**src/rtl/lcd_write_arbiter_if.sv**
```systemverilog
// lcd_write_arbiter_if: requester, LCD controller and status signals of lcd_write_arbiter.
// master = requesters/LCD controller side, slave = the arbiter.
interface lcd_write_arbiter_if;
    logic       iREQ0, iREQ1;
    logic [7:0] iDATA0, iDATA1;
    logic       iRS0, iRS1;
    logic       oGNT0, oGNT1;
    logic       oACK0, oACK1;
    logic [7:0] oLCD_DATA;
    logic       oLCD_RS;
    logic       oLCD_Start;
    logic       iLCD_Done;
    logic       oBusy;
    logic       oERR;

    modport master (
        output iREQ0, iREQ1, iDATA0, iDATA1, iRS0, iRS1, iLCD_Done,
        input  oGNT0, oGNT1, oACK0, oACK1, oLCD_DATA, oLCD_RS, oLCD_Start, oBusy, oERR
    );

    modport slave (
        input  iREQ0, iREQ1, iDATA0, iDATA1, iRS0, iRS1, iLCD_Done,
        output oGNT0, oGNT1, oACK0, oACK1, oLCD_DATA, oLCD_RS, oLCD_Start, oBusy, oERR
    );
endinterface

```
**src/rtl/lcd_write_arbiter.sv**
```systemverilog
// lcd_write_arbiter: round-robin arbiter sharing one LCD_Controller between two byte writers.
// Optional Done watchdog enabled by defining LCD_ARB_TIMEOUT_EN.
module lcd_write_arbiter #(
    parameter logic [17:0] DLY_CYCLES = 18'h3FFFE,
    parameter logic [15:0] TMO_CYCLES = 16'hFFFF
) (
    input logic           iCLK,
    input logic           iRST_N,
    lcd_write_arbiter_if.slave bus
);
    typedef enum logic [1:0] {IDLE, ISSUE, DELAY, ACK} state_t;

    state_t      state;
    logic [17:0] cnt;
    logic        ptr;
    logic        owner;
    logic        win;
    logic        timeout;

    // ptr holds the last winner; on contention the other requester wins
    assign win = (bus.iREQ0 && bus.iREQ1) ? ~ptr : bus.iREQ1;
    assign bus.oBusy = state != IDLE;

`ifdef LCD_ARB_TIMEOUT_EN
    logic [15:0] wd;
    logic        err;

    assign timeout = wd == TMO_CYCLES - 16'd1;
    assign bus.oERR = err;

    always_ff @(posedge iCLK or negedge iRST_N) begin
        if (!iRST_N) begin
            wd  <= 16'd0;
            err <= 1'b0;
        end else begin
            err <= state == ISSUE && !bus.iLCD_Done && timeout;
            wd  <= state == ISSUE ? wd + 16'd1 : 16'd0;
        end
    end
`else
    assign timeout = 1'b0;
    assign bus.oERR = 1'b0;
`endif

    always_ff @(posedge iCLK or negedge iRST_N) begin
        if (!iRST_N) begin
            state          <= IDLE;
            cnt            <= 18'd0;
            ptr            <= 1'b1;
            owner          <= 1'b0;
            bus.oLCD_DATA  <= 8'd0;
            bus.oLCD_RS    <= 1'b0;
            bus.oLCD_Start <= 1'b0;
            bus.oGNT0      <= 1'b0;
            bus.oGNT1      <= 1'b0;
            bus.oACK0      <= 1'b0;
            bus.oACK1      <= 1'b0;
        end else begin
            bus.oGNT0 <= 1'b0;
            bus.oGNT1 <= 1'b0;
            bus.oACK0 <= 1'b0;
            bus.oACK1 <= 1'b0;
            case (state)
                IDLE: if (bus.iREQ0 || bus.iREQ1) begin
                    owner          <= win;
                    ptr            <= win;
                    bus.oLCD_DATA  <= win ? bus.iDATA1 : bus.iDATA0;
                    bus.oLCD_RS    <= win ? bus.iRS1 : bus.iRS0;
                    bus.oLCD_Start <= 1'b1;
                    bus.oGNT0      <= ~win;
                    bus.oGNT1      <= win;
                    state          <= ISSUE;
                end
                ISSUE: if (bus.iLCD_Done || timeout) begin
                    bus.oLCD_Start <= 1'b0;
                    cnt            <= 18'd0;
                    state          <= DELAY;
                end
                DELAY: if (cnt == DLY_CYCLES - 18'd1) begin
                    bus.oACK0 <= ~owner;
                    bus.oACK1 <= owner;
                    state     <= ACK;
                end else begin
                    cnt <= cnt + 18'd1;
                end
                ACK: state <= IDLE;
                default: state <= IDLE;
            endcase
        end
    end
endmodule

```
**src/flat_wrapper.sv**
```systemverilog
// flat-port wrapper written by rule: the top's interface ports become plain ports
module lcd_write_arbiter_flat 
#(
    parameter logic [17:0] DLY_CYCLES = 18'h3FFFE,
    parameter logic [15:0] TMO_CYCLES = 16'hFFFF
)
  (iCLK, iRST_N, bus_iREQ0, bus_iREQ1, bus_iDATA0, bus_iDATA1, bus_iRS0, bus_iRS1, bus_iLCD_Done, bus_oGNT0, bus_oGNT1, bus_oACK0, bus_oACK1, bus_oLCD_DATA, bus_oLCD_RS, bus_oLCD_Start, bus_oBusy, bus_oERR);
  lcd_write_arbiter_if bus_i ();
  input logic iCLK;
  input logic iRST_N;
  input wire logic [$bits(bus_i.iREQ0)-1:0] bus_iREQ0;
  input wire logic [$bits(bus_i.iREQ1)-1:0] bus_iREQ1;
  input wire logic [$bits(bus_i.iDATA0)-1:0] bus_iDATA0;
  input wire logic [$bits(bus_i.iDATA1)-1:0] bus_iDATA1;
  input wire logic [$bits(bus_i.iRS0)-1:0] bus_iRS0;
  input wire logic [$bits(bus_i.iRS1)-1:0] bus_iRS1;
  input wire logic [$bits(bus_i.iLCD_Done)-1:0] bus_iLCD_Done;
  output wire logic [$bits(bus_i.oGNT0)-1:0] bus_oGNT0;
  output wire logic [$bits(bus_i.oGNT1)-1:0] bus_oGNT1;
  output wire logic [$bits(bus_i.oACK0)-1:0] bus_oACK0;
  output wire logic [$bits(bus_i.oACK1)-1:0] bus_oACK1;
  output wire logic [$bits(bus_i.oLCD_DATA)-1:0] bus_oLCD_DATA;
  output wire logic [$bits(bus_i.oLCD_RS)-1:0] bus_oLCD_RS;
  output wire logic [$bits(bus_i.oLCD_Start)-1:0] bus_oLCD_Start;
  output wire logic [$bits(bus_i.oBusy)-1:0] bus_oBusy;
  output wire logic [$bits(bus_i.oERR)-1:0] bus_oERR;
  assign bus_i.iREQ0 = bus_iREQ0;
  assign bus_i.iREQ1 = bus_iREQ1;
  assign bus_i.iDATA0 = bus_iDATA0;
  assign bus_i.iDATA1 = bus_iDATA1;
  assign bus_i.iRS0 = bus_iRS0;
  assign bus_i.iRS1 = bus_iRS1;
  assign bus_i.iLCD_Done = bus_iLCD_Done;
  assign bus_oGNT0 = bus_i.oGNT0;
  assign bus_oGNT1 = bus_i.oGNT1;
  assign bus_oACK0 = bus_i.oACK0;
  assign bus_oACK1 = bus_i.oACK1;
  assign bus_oLCD_DATA = bus_i.oLCD_DATA;
  assign bus_oLCD_RS = bus_i.oLCD_RS;
  assign bus_oLCD_Start = bus_i.oLCD_Start;
  assign bus_oBusy = bus_i.oBusy;
  assign bus_oERR = bus_i.oERR;
  lcd_write_arbiter #(.DLY_CYCLES(DLY_CYCLES), .TMO_CYCLES(TMO_CYCLES)) u_core (.iCLK(iCLK), .iRST_N(iRST_N), .bus(bus_i));
endmodule
```
**config.mk**
```make
export PLATFORM = sky130hd
export DESIGN_NAME = lcd_write_arbiter_flat
export DESIGN_NICKNAME = d
export VERILOG_FILES = /design/src/rtl/lcd_write_arbiter_if.sv /design/src/rtl/lcd_write_arbiter.sv /design/src/flat_wrapper.sv
export SDC_FILE = /design/constraint.sdc
export NUM_CORES = 1
export LEC_CHECK = 0
export ABC_AREA = 1
export BUFFER_PORTS_ARGS = -buffer_cell sky130_fd_sc_hd__buf_2
export CORE_UTILIZATION = 40
export CTS_CLUSTER_SIZE = 24
export DETAILED_ROUTE_END_ITERATION = 8
export GPL_TIMING_DRIVEN = 1
export PLACE_DENSITY = 0.62
export REMOVE_ABC_BUFFERS = 1
export SLEW_MARGIN = 20
export SYNTH_ARGS = -nofsm -noshare
export SYNTH_HDL_FRONTEND = slang
export SYNTH_SLANG_ARGS = --single-unit
```
**constraint.sdc**
```tcl
create_clock -name iCLK -period 3.9 [get_ports iCLK]
set_input_delay 0.585 -clock iCLK [delete_from_list [all_inputs] [get_ports iCLK]]
set_output_delay 0.585 -clock iCLK [all_outputs]
set_load 0.005 [all_outputs]
```
==> metrics.cfg, run 1 <==
[timing]
tightest_slew_ps=782
fmax_mhz=495
max_slew_margin_pct=47.9
worst_slack_ps=1880
fin_crit_sh_pct=51.8
fin_crit_ps=2020
rsz0062_at_grt=no
fin_skew_ps=7.91
finalMaxSlewViolations=0
finalHoldViolCount=0
whs_ps=368
finalSetupViolCount=0
setup-tns-final_ps=0

[clocking]
h-tree-depth=2
clk_path_buf_depth=2
cts-resized-gates=0
cts_buffers=5
cts_tree=yes
cts_sinks=36
postCtsHoldBufs=0
post_cts_buffers=0
root_buffer=clkbuf_8
clk_pin_slew_ps=80
clock_latency_ps=290

[hold_path]
hold_path_class=in -> async

[pwr]
vdd_ir_drop_max_mv=0.445
power_leakage_nw=1.22
powerDensity_nw_per_um2=541

[synthesis]
synth_top_area_share_pct=40.8
avgSynthCellArea_um2=7.45
yosysWarnings=0
seq_area_frac_synth_pct=42.0
synth.area.top_cells=dfrtp_1, nand2_1, nand3_1
synthDistinctLibCells=30
synth_edf_count=0
synth_most_common_cell=nand2_1
synth_seq_cells=36
synth_area_leader_cell=dfrtp_1
synth_async_sr_flop_share_pct=100
netlist_area_um2=2150
synth_top_cells_by_count=nand2_1, dfrtp_1, nand3_1, inv_1, nor2_1
synth_ff_type=dfrtp_1
syn_inst=288

[floorplan]
start_util_pct=41.7
fp.coreArea_um2=5140
row_count=26
die_h_um=75.2
die_area_um2=5660
ioPinCount=39
die_w_um=75.2

[layout]
multi_input_area_um2=1040
syn2layout_area_growth_pct=14.6
fillers=544
drive_above_1_share_pct=22.1
nets=353
antennaDiodeCount=0
regArea_um2=902

[global_route]
grt_max_degree=37
grt_pass1_wl_um=7440
grt_use_total_pct=17.6
gr-total-overflow=0
antenna_found_initial=0
grt_pass1_vias=1630

[detailed_routing]
totalWireLength_um=4400
drc=0
ant_nets=0
dr_wl_met3_um=92
highest_layer=met4
wl_met2_um=2080
wl_met1_um=2190
drt-pass1-iter-count=4
via_count=1849
drt_iter0_markers=100
viasPerCell=4.67
wl_per_cell_um=11.1

[worst_setup_path]
crit_path_end=u_core.cnt[1]$_DFFE_PN0P_
crit_type=reg -> reg
cp.arrival_ps=2180
crit_required_ps=4060
reg2reg_depth=7
r2r-end=u_core.cnt[1]$_DFFE_PN0P_
path_max_fanout=32
r2r_start=u_core.state[0]$_DFFE_PN0P_
endpoint_kind=register
startpoint=u_core.state[0]$_DFFE_PN0P_
reg2reg_slack_ps=1880
cp-start-kind=register

[job]
drv_cap=0

[placement]
place_hpwl_um=3260
io_buffers=37
place_ws_ps=1860
place.gp.congestion=0.816

[run_status]
outcome=finished, final reports clean

per-layer routing:
layer  GRT usage [%]  vias to the layer above
met1            24.6                      851
li1                -                      977
met5               0                        -
met2            27.0                       16
met3            4.42                        5
met4            5.35                        0
stage by stage:
step	utilization (%)	cell area (um^2)	total power [mW]	cells
after floorplan	-	2080	0.851	281
after global placement	45.8	2350	1.01	388
after detailed placement	45.8	2350	1.02	388
after CTS	47.9	2460	1.35	396
after global routing	47.9	2460	1.46	396
final	47.9	2460	1.33	396
power breakdown:
group	total [mW]	switching (mW)	internal [mW]
combinational	0.488	0.327	0.161
sequential	0.518	0.0509	0.467
clock	0.325	0.135	0.190
cells in the final DEF (no fill, tap or decap), types with 2 or more instances in the layout:
cell,netlist,routed
nor2_4,2,2
ha_1,5,5
xor2_1,2,2
inv_1,33,33
nand3_1,34,34
clkinv_1,2,2
nand2_2,3,3
buf_2,1,37
or2_2,3,3
dfrtp_1,35,35
nor2_1,27,27
clkbuf_8,0,5
o21ai_2,15,15
nand2_1,95,95
o21ai_0,11,11
nand4_1,3,3
a21oi_1,2,2
state kept, by name, indices dropped and copies added, names as in the netlist:
| name | count |
|---|---|
| u_core.bus.oLCD_RS | 1 |
| u_core.owner | 1 |
| u_core.ptr | 1 |
| u_core.cnt | 18 |
| u_core.state | 2 |
| u_core.bus.oACK0 | 1 |
| u_core.bus.oLCD_DATA | 8 |
| u_core.bus.oLCD_Start | 1 |
| u_core.bus.oGNT0 | 1 |
| u_core.bus.oACK1 | 1 |
| u_core.bus.oGNT1 | 1 |
area by class of cell:
cell class	instances	share of cell area [%]
inverter	36	5.49
clock inverter	2	1.42
sequential	36	36.7
timing repair buffer	37	7.53
multi-input combinational	209	42.4
clock buffer	6	2.95
tap	70	3.56
cell families (layout without fill, tap and decap cells):
logic type | count (synthesis) | after routing | synth area share, %
and+or+nand+nor | 171 | 171 | 34.8
buffers and inverters | 43 | 81 | 9.39
xor gates and xnor gates | 2 | 2 | 0.816
adders and majority gates | 5 | 5 | 2.92
DFF | 36 | 36 | 42.0
AOI/OAI and AO/OA | 30 | 30 | 9.85
other | 1 | 1 | 0.175
critical path, stage by stage, from the launching register on:
cell     delay (ps)
dfrtp_1         380
inv_1           100
ha_1            640
nor2_1           80
nor2_1          200
nand2_4         260
nand2_1         130
o21ai_0         100
worst min path at each step:
| stage | cells past startpoint | endpoint | startpoint |
|---|---|---|---|
| floorplan | 0 | u_core.bus.oACK0$_DFF_PN0_ | iRST_N |
| global placement | 1 | u_core.bus.oACK0$_DFF_PN0_ | u_core.owner$_DFFE_PN0P_ |
| detailed placement | 1 | u_core.bus.oACK0$_DFF_PN0_ | u_core.owner$_DFFE_PN0P_ |
| CTS | 1 | u_core.cnt[4]$_DFFE_PN0P_ | iRST_N |
| global route | 1 | u_core.cnt[4]$_DFFE_PN0P_ | iRST_N |
| finish | 1 | u_core.cnt[4]$_DFFE_PN0P_ | iRST_N |
Power figures use the tool's default switching activity.
==> inputs of run 2 (changes only) <==
--- a/config.mk
+++ b/config.mk
@@ -11,7 +11,7 @@
 export CTS_CLUSTER_SIZE = 24
 export DETAILED_ROUTE_END_ITERATION = 8
 export GPL_TIMING_DRIVEN = 1
-export PLACE_DENSITY = 0.62
+export PLACE_DENSITY = 0.64
 export REMOVE_ABC_BUFFERS = 1
 export SLEW_MARGIN = 20
 export SYNTH_ARGS = -nofsm -noshare
==> constraint.sdc (replaced) <==
create_clock -name iCLK -period 1.8 [get_ports iCLK]
set_input_delay 0.27 -clock iCLK [delete_from_list [all_inputs] [get_ports iCLK]]
set_output_delay 0.27 -clock iCLK [all_outputs]
set_load 0.005 [all_outputs]
==> run 2 against run 1 <==
Combinational power rose to 2.6 times the previous value. Clock-buffer cell count unchanged. Cell count grew 1.0%.
==> metrics.cfg, run 2 (synthesized netlist as in run 1, its figures left out) <==
[placement]
place_hpwl_um=3340
io_buffers=37
place_ws_ps=235
place.gp.congestion=0.898

[global_route]
grt_max_degree=37
antenna_found_initial=0
grt_use_total_pct=16.9
grt_pass1_vias=1594
grt_pass1_wl_um=7270
gr-total-overflow=0

[hold_path]
hold_path_class=in -> async

[worst_setup_path]
reg2reg_depth=11
r2r_start=u_core.cnt[1]$_DFFE_PN0P_
endpoint_kind=register
path_cells=inv_1 -> ha_1 -> nand2_1 -> nor2_1 -> nand2_2 -> nor2_4 -> nand3_4 -> nand2_4 -> buf_12 -> nand2_1 -> o21ai_2
cp.depth=11
reg2reg_slack_ps=240
r2r-end=u_core.cnt[8]$_DFFE_PN0P_
crit_family=simple AND/OR/NAND/NOR gates
cp.arrival_ps=1780
cp_common_cell=nand2_1
path_max_fanout=18
startpoint=u_core.cnt[1]$_DFFE_PN0P_
cp-start-kind=register
cp_num_buf_inv=2
crit_required_ps=2010
crit_type=reg -> reg
crit_path_end=u_core.cnt[8]$_DFFE_PN0P_
crit_path_top_delay_cell=dfrtp_1
max_stage_delay_ps=420

[layout]
nets=357
regMostFlops=u_core.cnt
fillers=530
biggestRegsByFlops=u_core.cnt: 18 flops, u_core.bus.oLCD_DATA: 8 flops, u_core.state: 2 flops
syn2layout_area_growth_pct=17.2
post-route-util_pct=48.9
regArea_um2=902
multi_input_area_um2=1040
final_cell_mix=nand2_1, buf_2, dfrtp_1
largest_reg_flops=18
drive_above_1_share_pct=23.0
antennaDiodeCount=0
mostFrequentLayoutCell=nand2_1

[floorplan]
die_w_um=75.2
row_count=26
fp.coreArea_um2=5140
start_util_pct=41.7
die_area_um2=5660
die_h_um=75.2
ioPinCount=39

[clocking]
post_cts_buffers=0
clk_path_buf_depth=2
cts_buffers=5
clock_latency_ps=290
h-tree-depth=2
root_buffer=clkbuf_8
cts_tree=yes
cts_sinks=36
postCtsHoldBufs=0
cts-resized-gates=0
clk_pin_slew_ps=70

[timing]
fmax_mhz=639
fin_crit_sh_pct=86.9
worst_slack_ps=235
whs_ps=9.05
fin_crit_ps=1560
finalMaxSlewViolations=0
rsz0062_at_grt=no
finalSetupViolCount=0
setup-tns-final_ps=0
finalHoldViolCount=0
fin_skew_ps=7.51

[pwr]
switchingPower_mw=1.15
power_mw=3.07
powerDensity_nw_per_um2=1220
p_clk_share_pct=22.9
cellInternalPower_mw=1.91
power_leakage_nw=1.25
combPwrFrac_pct=40.6
switching_share_pct=37.6
vdd_ir_drop_max_mv=1.10
seq_power_share_pct=36.5

[detailed_routing]
drc=0
totalWireLength_um=4470
via_count=1887
viasPerCell=4.72
wl_per_cell_um=11.2
ant_nets=0
drt-pass1-iter-count=6
drt_iter0_markers=95

[run_status]
outcome=finished, final reports clean

[job]
drv_cap=0

[run 2: changes by cell type in the layout (fill, tap and decap cells not counted)]
cell / before / now
buf_4: 0 / 2
buf_12: 0 / 2
[run 2: through the flow]
stage | cells | cell area [um^2]
after global placement | 392 | 2410
after CTS | 400 | 2510
after global routing | 400 | 2510
after floorplan | 281 | 2080
final | 400 | 2510
after detailed placement | 392 | 2410
[run 2: worst reg2reg max path, delay by kind of cell (launching register included)]
kind | cells | cell delay (ps)
simple gates | 7 | 640
compound gates | 1 | 60
flops | 1 | 420
fa+ha+maj | 1 | 150
buf+inv | 2 | 230
[run 2: final cells by class]
class / instances / share of cell area [%]
Clock buffer: 6 / 2.89
Clock inverter: 2 / 1.39
Inverter: 36 / 5.37
Multi-Input combinational cell: 209 / 41.4
Sequential cell: 36 / 35.9
Tap cell: 70 / 3.48
Timing Repair Buffer: 41 / 9.55
[run 2: routing by layer]
layer | up-vias | GRT usage (%) | share of wire, %
met2 | 36 | 25.6 | 46
met4 | 0 | 4.32 | 0.90
met3 | 5 | 3.61 | 4.0
met1 | 862 | 24.6 | 49
met5 | - | 0 | 0
li1 | 984 | - | -
[run 2: power groups by stage]
stage                     clock [mW]  sequential, mW  combinational [mW]
after floorplan                    0            1.14               0.703
after global placement             0            1.13                1.24
after detailed placement           0            1.13                1.26
after CTS                      0.725            1.12                1.27
after global routing           0.749            1.15                1.43
final                          0.701            1.12                1.25
[run 2: how the worst min path moves through the flow]
stage | startpoint | end | slack, ps | depth (start not counted)
floorplan | iRST_N | u_core.bus.oACK0$_DFF_PN0_ | -30 | 0
global placement | iRST_N | u_core.cnt[2]$_DFFE_PN0P_ | 340 | 2
detailed placement | iRST_N | u_core.cnt[3]$_DFFE_PN0P_ | 340 | 2
CTS | iRST_N | u_core.cnt[3]$_DFFE_PN0P_ | 30 | 2
global route | iRST_N | u_core.state[1]$_DFFE_PN0P_ | 70 | 2
finish | iRST_N | u_core.cnt[13]$_DFFE_PN0P_ | 9 | 2
